## src/rtl/mem_arbiter_if.sv

```systemverilog
// Memory arbiter port bundle: I-cache and D-cache request channels, backing-memory command bus, wait counters.
// slave is the arbiter's view; master is the requester/memory view.
interface mem_arbiter_if #(
  parameter int WAIT_CNT_W = 16
);
  logic                  i_req;
  logic                  i_last;
  logic [31:0]           i_addr;
  logic                  i_gnt;
  logic [31:0]           i_rdata;

  logic                  d_req;
  logic                  d_we;
  logic                  d_last;
  logic [31:0]           d_addr;
  logic [31:0]           d_wdata;
  logic [3:0]            d_byte_en;
  logic                  d_gnt;
  logic [31:0]           d_rdata;

  logic                  mem_read_en;
  logic                  mem_write_en;
  logic [31:0]           mem_addr;
  logic [31:0]           mem_wdata;
  logic [3:0]            mem_byte_en;
  logic [31:0]           mem_rdata;

  logic [WAIT_CNT_W-1:0] i_wait_cnt;
  logic [WAIT_CNT_W-1:0] d_wait_cnt;

  modport slave (
    input  i_req, i_last, i_addr,
    input  d_req, d_we, d_last, d_addr, d_wdata, d_byte_en,
    input  mem_rdata,
    output i_gnt, i_rdata, d_gnt, d_rdata,
    output mem_read_en, mem_write_en, mem_addr, mem_wdata, mem_byte_en,
    output i_wait_cnt, d_wait_cnt
  );

  modport master (
    output i_req, i_last, i_addr,
    output d_req, d_we, d_last, d_addr, d_wdata, d_byte_en,
    output mem_rdata,
    input  i_gnt, i_rdata, d_gnt, d_rdata,
    input  mem_read_en, mem_write_en, mem_addr, mem_wdata, mem_byte_en,
    input  i_wait_cnt, d_wait_cnt
  );
endinterface

```

## src/rtl/mem_arbiter.sv

```systemverilog
// Two-requester memory port arbiter (I-cache, D-cache) with locked multi-beat grants and round-robin tie-break.
// Grant one cycle after request; owner stalls by dropping req (strobes go low, grant held).
module mem_arbiter #(
  parameter int WAIT_CNT_W = 16
) (
  input  logic         clk,
  input  logic         reset,
  mem_arbiter_if.slave bus
);

  typedef enum logic [1:0] {
    IDLE  = 2'd0,
    GNT_I = 2'd1,
    GNT_D = 2'd2
  } state_t;

  state_t                state;
  state_t                state_nxt;
  logic                  prio_i;
  logic                  i_gnt;
  logic                  d_gnt;
  logic                  grant_issued;
  logic                  rd_en;
  logic                  wr_en;
  logic [31:0]           addr;
  logic [31:0]           wdata;
  logic [3:0]            byte_en;
  logic [WAIT_CNT_W-1:0] i_wait_q;
  logic [WAIT_CNT_W-1:0] d_wait_q;

  assign i_gnt = (state == GNT_I);
  assign d_gnt = (state == GNT_D);

  always_ff @(posedge clk or posedge reset) begin
    if (reset) begin
      state <= IDLE;
    end else begin
      state <= state_nxt;
    end
  end

  always_comb begin
    state_nxt = state;
    rd_en     = 1'b0;
    wr_en     = 1'b0;
    addr      = 32'h0;
    wdata     = 32'h0;
    byte_en   = 4'b0000;
    case (state)
      IDLE: begin
        if (bus.i_req && bus.d_req) begin
          state_nxt = prio_i ? GNT_I : GNT_D;
        end else if (bus.i_req) begin
          state_nxt = GNT_I;
        end else if (bus.d_req) begin
          state_nxt = GNT_D;
        end
      end
      GNT_I: begin
        if (bus.i_req) begin
          rd_en = 1'b1;
          addr  = bus.i_addr;
          // Handoff straight to the waiting side avoids an IDLE bubble.
          if (bus.i_last) begin
            state_nxt = bus.d_req ? GNT_D : IDLE;
          end
        end
      end
      GNT_D: begin
        if (bus.d_req) begin
          rd_en   = ~bus.d_we;
          wr_en   = bus.d_we;
          addr    = bus.d_addr;
          wdata   = bus.d_wdata;
          byte_en = bus.d_we ? bus.d_byte_en : 4'b0000;
          if (bus.d_last) begin
            state_nxt = bus.i_req ? GNT_I : IDLE;
          end
        end
      end
      default: begin
        state_nxt = IDLE;
      end
    endcase
  end

  // prio_i=1 means I wins the next tie; cleared on reset so D wins the first one.
  assign grant_issued = (state_nxt != state) && (state_nxt != IDLE);

  always_ff @(posedge clk or posedge reset) begin
    if (reset) begin
      prio_i <= 1'b0;
    end else if (grant_issued) begin
      prio_i <= (state_nxt == GNT_D);
    end
  end

  always_ff @(posedge clk or posedge reset) begin
    if (reset) begin
      i_wait_q <= '0;
      d_wait_q <= '0;
    end else begin
      if (bus.i_req && !i_gnt && (i_wait_q != '1)) begin
        i_wait_q <= i_wait_q + WAIT_CNT_W'(1);
      end
      if (bus.d_req && !d_gnt && (d_wait_q != '1)) begin
        d_wait_q <= d_wait_q + WAIT_CNT_W'(1);
      end
    end
  end

  assign bus.i_gnt        = i_gnt;
  assign bus.d_gnt        = d_gnt;
  assign bus.i_rdata      = bus.mem_rdata;
  assign bus.d_rdata      = bus.mem_rdata;
  assign bus.mem_read_en  = rd_en;
  assign bus.mem_write_en = wr_en;
  assign bus.mem_addr     = addr;
  assign bus.mem_wdata    = wdata;
  assign bus.mem_byte_en  = byte_en;
  assign bus.i_wait_cnt   = i_wait_q;
  assign bus.d_wait_cnt   = d_wait_q;

endmodule

```

## src/flat_wrapper.sv

```systemverilog
// flat-port wrapper written by rule: the top's interface ports become plain ports
module mem_arbiter_flat 
#(
  parameter int WAIT_CNT_W = 16
)
  (clk, reset, bus_i_req, bus_i_last, bus_i_addr, bus_d_req, bus_d_we, bus_d_last, bus_d_addr, bus_d_wdata, bus_d_byte_en, bus_mem_rdata, bus_i_gnt, bus_i_rdata, bus_d_gnt, bus_d_rdata, bus_mem_read_en, bus_mem_write_en, bus_mem_addr, bus_mem_wdata, bus_mem_byte_en, bus_i_wait_cnt, bus_d_wait_cnt);
  mem_arbiter_if #(.WAIT_CNT_W(WAIT_CNT_W)) bus_i ();
  input  logic clk;
  input  logic reset;
  input wire logic [$bits(bus_i.i_req)-1:0] bus_i_req;
  input wire logic [$bits(bus_i.i_last)-1:0] bus_i_last;
  input wire logic [$bits(bus_i.i_addr)-1:0] bus_i_addr;
  input wire logic [$bits(bus_i.d_req)-1:0] bus_d_req;
  input wire logic [$bits(bus_i.d_we)-1:0] bus_d_we;
  input wire logic [$bits(bus_i.d_last)-1:0] bus_d_last;
  input wire logic [$bits(bus_i.d_addr)-1:0] bus_d_addr;
  input wire logic [$bits(bus_i.d_wdata)-1:0] bus_d_wdata;
  input wire logic [$bits(bus_i.d_byte_en)-1:0] bus_d_byte_en;
  input wire logic [$bits(bus_i.mem_rdata)-1:0] bus_mem_rdata;
  output wire logic [$bits(bus_i.i_gnt)-1:0] bus_i_gnt;
  output wire logic [$bits(bus_i.i_rdata)-1:0] bus_i_rdata;
  output wire logic [$bits(bus_i.d_gnt)-1:0] bus_d_gnt;
  output wire logic [$bits(bus_i.d_rdata)-1:0] bus_d_rdata;
  output wire logic [$bits(bus_i.mem_read_en)-1:0] bus_mem_read_en;
  output wire logic [$bits(bus_i.mem_write_en)-1:0] bus_mem_write_en;
  output wire logic [$bits(bus_i.mem_addr)-1:0] bus_mem_addr;
  output wire logic [$bits(bus_i.mem_wdata)-1:0] bus_mem_wdata;
  output wire logic [$bits(bus_i.mem_byte_en)-1:0] bus_mem_byte_en;
  output wire logic [$bits(bus_i.i_wait_cnt)-1:0] bus_i_wait_cnt;
  output wire logic [$bits(bus_i.d_wait_cnt)-1:0] bus_d_wait_cnt;
  assign bus_i.i_req = bus_i_req;
  assign bus_i.i_last = bus_i_last;
  assign bus_i.i_addr = bus_i_addr;
  assign bus_i.d_req = bus_d_req;
  assign bus_i.d_we = bus_d_we;
  assign bus_i.d_last = bus_d_last;
  assign bus_i.d_addr = bus_d_addr;
  assign bus_i.d_wdata = bus_d_wdata;
  assign bus_i.d_byte_en = bus_d_byte_en;
  assign bus_i.mem_rdata = bus_mem_rdata;
  assign bus_i_gnt = bus_i.i_gnt;
  assign bus_i_rdata = bus_i.i_rdata;
  assign bus_d_gnt = bus_i.d_gnt;
  assign bus_d_rdata = bus_i.d_rdata;
  assign bus_mem_read_en = bus_i.mem_read_en;
  assign bus_mem_write_en = bus_i.mem_write_en;
  assign bus_mem_addr = bus_i.mem_addr;
  assign bus_mem_wdata = bus_i.mem_wdata;
  assign bus_mem_byte_en = bus_i.mem_byte_en;
  assign bus_i_wait_cnt = bus_i.i_wait_cnt;
  assign bus_d_wait_cnt = bus_i.d_wait_cnt;
  mem_arbiter #(.WAIT_CNT_W(WAIT_CNT_W)) u_core (.clk(clk), .reset(reset), .bus(bus_i));
endmodule
```

## config.mk

```make
export PLATFORM = sky130hd
export DESIGN_NAME = mem_arbiter_flat
export DESIGN_NICKNAME = d
export VERILOG_FILES = /design/src/rtl/mem_arbiter_if.sv /design/src/rtl/mem_arbiter.sv /design/src/flat_wrapper.sv
export SDC_FILE = /design/constraint.sdc
export NUM_CORES = 1
export LEC_CHECK = 0
export ABC_AREA = 1
export ABC_CLOCK_PERIOD_IN_PS = 2300
export BUFFER_PORTS_ARGS = -buffer_cell sky130_fd_sc_hd__buf_2
export CAP_MARGIN = 20
export CORE_AREA = 3 3 117 119
export DETAILED_ROUTE_END_ITERATION = 12
export DIE_AREA = 0 0 120 122
export SLEW_MARGIN = 10
export SYNTH_ARGS = -nofsm -noshare
export SYNTH_HDL_FRONTEND = slang
export SYNTH_SLANG_ARGS = --single-unit
```

## constraint.sdc

```tcl
create_clock -name clk -period 2.3 [get_ports clk]
set_input_delay 0.115 -clock clk [delete_from_list [all_inputs] [get_ports clk]]
set_output_delay 0.115 -clock clk [all_outputs]
set_load 0.02 [all_outputs]
```

==> summary.md <==
| Metric | Value |
|---|---|
| Worst path slowest cell | `dfrtp_1` |
| Most frequent cells after synthesis | `nand2_1, inv_1, buf_4, nor2_1, nand3_1` |
| Share of the synthesized area in the top cell type | `0.263` |
| Mean area per synthesized cell | `approximately 6.5 um^2` |
| Chip Height | `~120 um` |
| Routed WL | `around 10 mm` |
| Placed Area | `~0.0041 mm^2` |
| Largest net degree at the start of global routing | `37` |
| WS Path Type | `register to output port` |
| Hold Vio Cnt, Final | `0` |
| Area Overhead vs Synth | `27.6%` |
| PwrDens | `around 900 mW/mm^2` |
| Seq/Total Area, Yosys | `0.263` |
| Core Area | `~0.013 mm^2` |
| Row count | `41` |
| # nets final | `around 800` |
| Register Area | `slightly below 900 um^2` |
| Status | `complete, no violations` |
| Layout cell share with drive strength beyond 1 | `0.365` |
| Vias | `around 3.5k` |
| HPWL Detailed | `around 8 mm` |
| Final setup viols | `0` |
| Top FF cell, synth | `dfrtp_1` |
| Async S/R FF share, synth | `1.00` |
| Static leakage power | `~2.4 nW` |
| RSZ-0062 raised after global routing | `no` |
| Root buffer cell | `clkbuf_16` |
| Top cells by area, synth | `dfrtp_1, buf_4, nand2_1` |
| Die ar. | `between 0.01 and 0.015 mm^2` |
| Buf/Inv on CP | `4` |
| Vias in the first global route | `about 3.3k` |
| Syn. warnings | `0` |
| Gate Count Post-Synth | `just over 500` |
| Yosys reg bits | `35` |
| TritonCTS clock tree | `done` |
| # fillers | `roughly 1.4k` |
| Max H-tree Level | `2` |
| First-pass GRT wire length | `16.2 mm` |
| Mapped Area | `0.00333 mm^2` |
| Final antenna-violating net count | `0` |
| Gr busiest metal | `met2` |
| Worst-skew pair later-pin latency | `around 0.28 ns` |
| GR Layer Usage met3 | `0.0469` |
| Area taken by multi-input logic gates | `between 0.0015 and 0.002 mm^2` |
| Final min period | `between 2 and 2.5 ns` |
| Synthesized Nets | `659` |
| Family with the most delay on the worst path | `buffers and inverters` |
| CP startpoint kind | `register` |
| Worst-margin pin slew | `0.465 ns` |
| Worst setup EP type | `output port` |
| Iteration-0 DRC Markers | `between 80 and 90` |
| Met1 usage | `0.173` |
| Total gr overflow | `0` |
| Top Ports | `between 300 and 400` |
| Die W | `about 120 um` |
| DR WL/cell | `12.6 um` |
| PortBufs | `210` |
| RD Place Congestion | `around 0.8` |
| First-pass DRT Iterations | `4` |
| Post-synth EDFFs | `0` |
| CTS Buffer Depth | `2` |
| Met2 usage | `0.216` |
| Most common cell in the netlist | `nand2_1` |
| Via density | `about 4.2` |
| Max_slew headroom | `0.690` |
| Critical Path, Cell by Cell | `inv_1, ha_2, nand2_1, buf_4, nor2_1, inv_1, nor2_1, buf_2` |
| # DRC | `0` |
| MaxCap Viol Count | `0` |
| Final setup skew | `~0.0066 ns` |
| Ant diodes | `0` |
| Worst-path maximum fanout | `33` |
| Initial antenna violation count | `1` |
| Initial Util | `0.263` |
| Worst Hold Class | `input port to output port` |
| Final Max Slew Viols | `0` |
| Setup TNS Final | `0 ns` |
| Netlist cell types | `29` |
| Clock-pin transition on the worst setup and hold timing paths | `roughly 0.05 ns` |
| Total CTS buffers | `5` |
| FMAX | `472 MHz` |
| VDD IR max | `between 0.4 and 0.5 mV` |
| Final Cycle Share | `0.922` |
| Total GRT Usage | `0.134` |
| Clock Sinks | `35` |
| Worst Path Arrival | `approximately 2.0 ns` |
| Post-Layout Inst Area | `~0.0043 mm^2` |
| Max incr delay on CP | `between 0.4 and 0.5 ns` |
| Req. time, crit path | `approximately 2.2 ns` |
| Yosys top cell by area | `dfrtp_1` |
[worst paths after layout]
path,end,slack (ns),depth (start not counted),startpoint
setup / recovery,bus_mem_byte_en[1],0.18,8,u_core.state[0]$_DFF_PP0_
min in group asynchronous,u_core.bus.i_wait_cnt[9]$_DFFE_PP0P_,0.48,4,reset
hold reg to reg,u_core.bus.d_wait_cnt[14]$_DFFE_PP0P_,0.51,1,u_core.bus.d_wait_cnt[14]$_DFFE_PP0P_
setup reg to reg,u_core.bus.i_wait_cnt[6]$_DFFE_PP0P_,0.37,8,u_core.bus.i_wait_cnt[0]$_DFFE_PP0P_
max in group asynchronous,u_core.bus.d_wait_cnt[7]$_DFFE_PP0P_,1.49,4,reset
hold / removal,bus_d_rdata[16],0.23,0,bus_mem_rdata[16]
[cell families after synthesis]
kind of cell / share of synthesized area
fa+ha+maj: 0.0225
flops: 0.263
xor+xnor: 0.0631
simple gates: 0.319
buf+inv: 0.257
compound gates: 0.0758
[placed cells by master, fill, tap and decap left out, drive strengths merged, types with 2 or more instances in the layout]
| cell type | count |
|---|---|
| o21ai | 11 |
| nand2 | 102 |
| inv | 75 |
| xnor2 | 10 |
| nor3 | 11 |
| nand3 | 56 |
| a21oi | 37 |
| clkbuf | 8 |
| nand4 | 5 |
| a31oi | 2 |
| dfrtp | 35 |
| nor2 | 64 |
| buf | 217 |
| ha | 6 |
| xor2 | 14 |
[power by group]
group | switching (mW) | total (mW) | internal, mW
clock | 0.257 | 0.718 | 0.461
sequential | 0.245 | 1.03 | 0.786
combinational | 1.41 | 2.06 | 0.656
total | 1.91 | 3.81 | 1.90
[state kept, by name (all words and copies together) (netlist names)]
register / cells
u_core.prio_i: 1
u_core.bus.d_wait_cnt: 16
u_core.state: 2
u_core.bus.i_wait_cnt: 16
[what timing repair did]
action,CTS,global route
hold buffers,1,0
buffers inserted,0,0
resized for setup,0,2
hold endpoints to repair,35,0
setup endpoints to repair,0,18
[final cells by class]
class	count	area share
Sequential cell	35	0.206
Tap cell	172	0.0506
Clock buffer	8	0.0368
Timing Repair Buffer	218	0.263
Inverter	75	0.0668
Multi-Input combinational cell	321	0.377
[through the flow]
step	util	power (mW)	setup WS (ns)	instances	hold slack [ns]
floorplan	-	2.55	0.346	514	0.269
global placement	0.322	3.12	0.438	820	0.230
detailed placement	0.322	3.12	0.383	820	0.230
CTS	0.335	3.86	0.122	829	0.230
global route	0.336	4.14	0.0245	829	0.230
finish	0.336	3.81	0.180	829	0.230
[layer usage]
layer | up-vias | share of wire
met3 | 26 | 0.080
met5 | - | 0.00067
met1 | 1528 | 0.43
li1 | 1814 | -
met4 | 2 | 0.016
met2 | 142 | 0.48
Note: power is estimated with default switching activity, not from simulation.
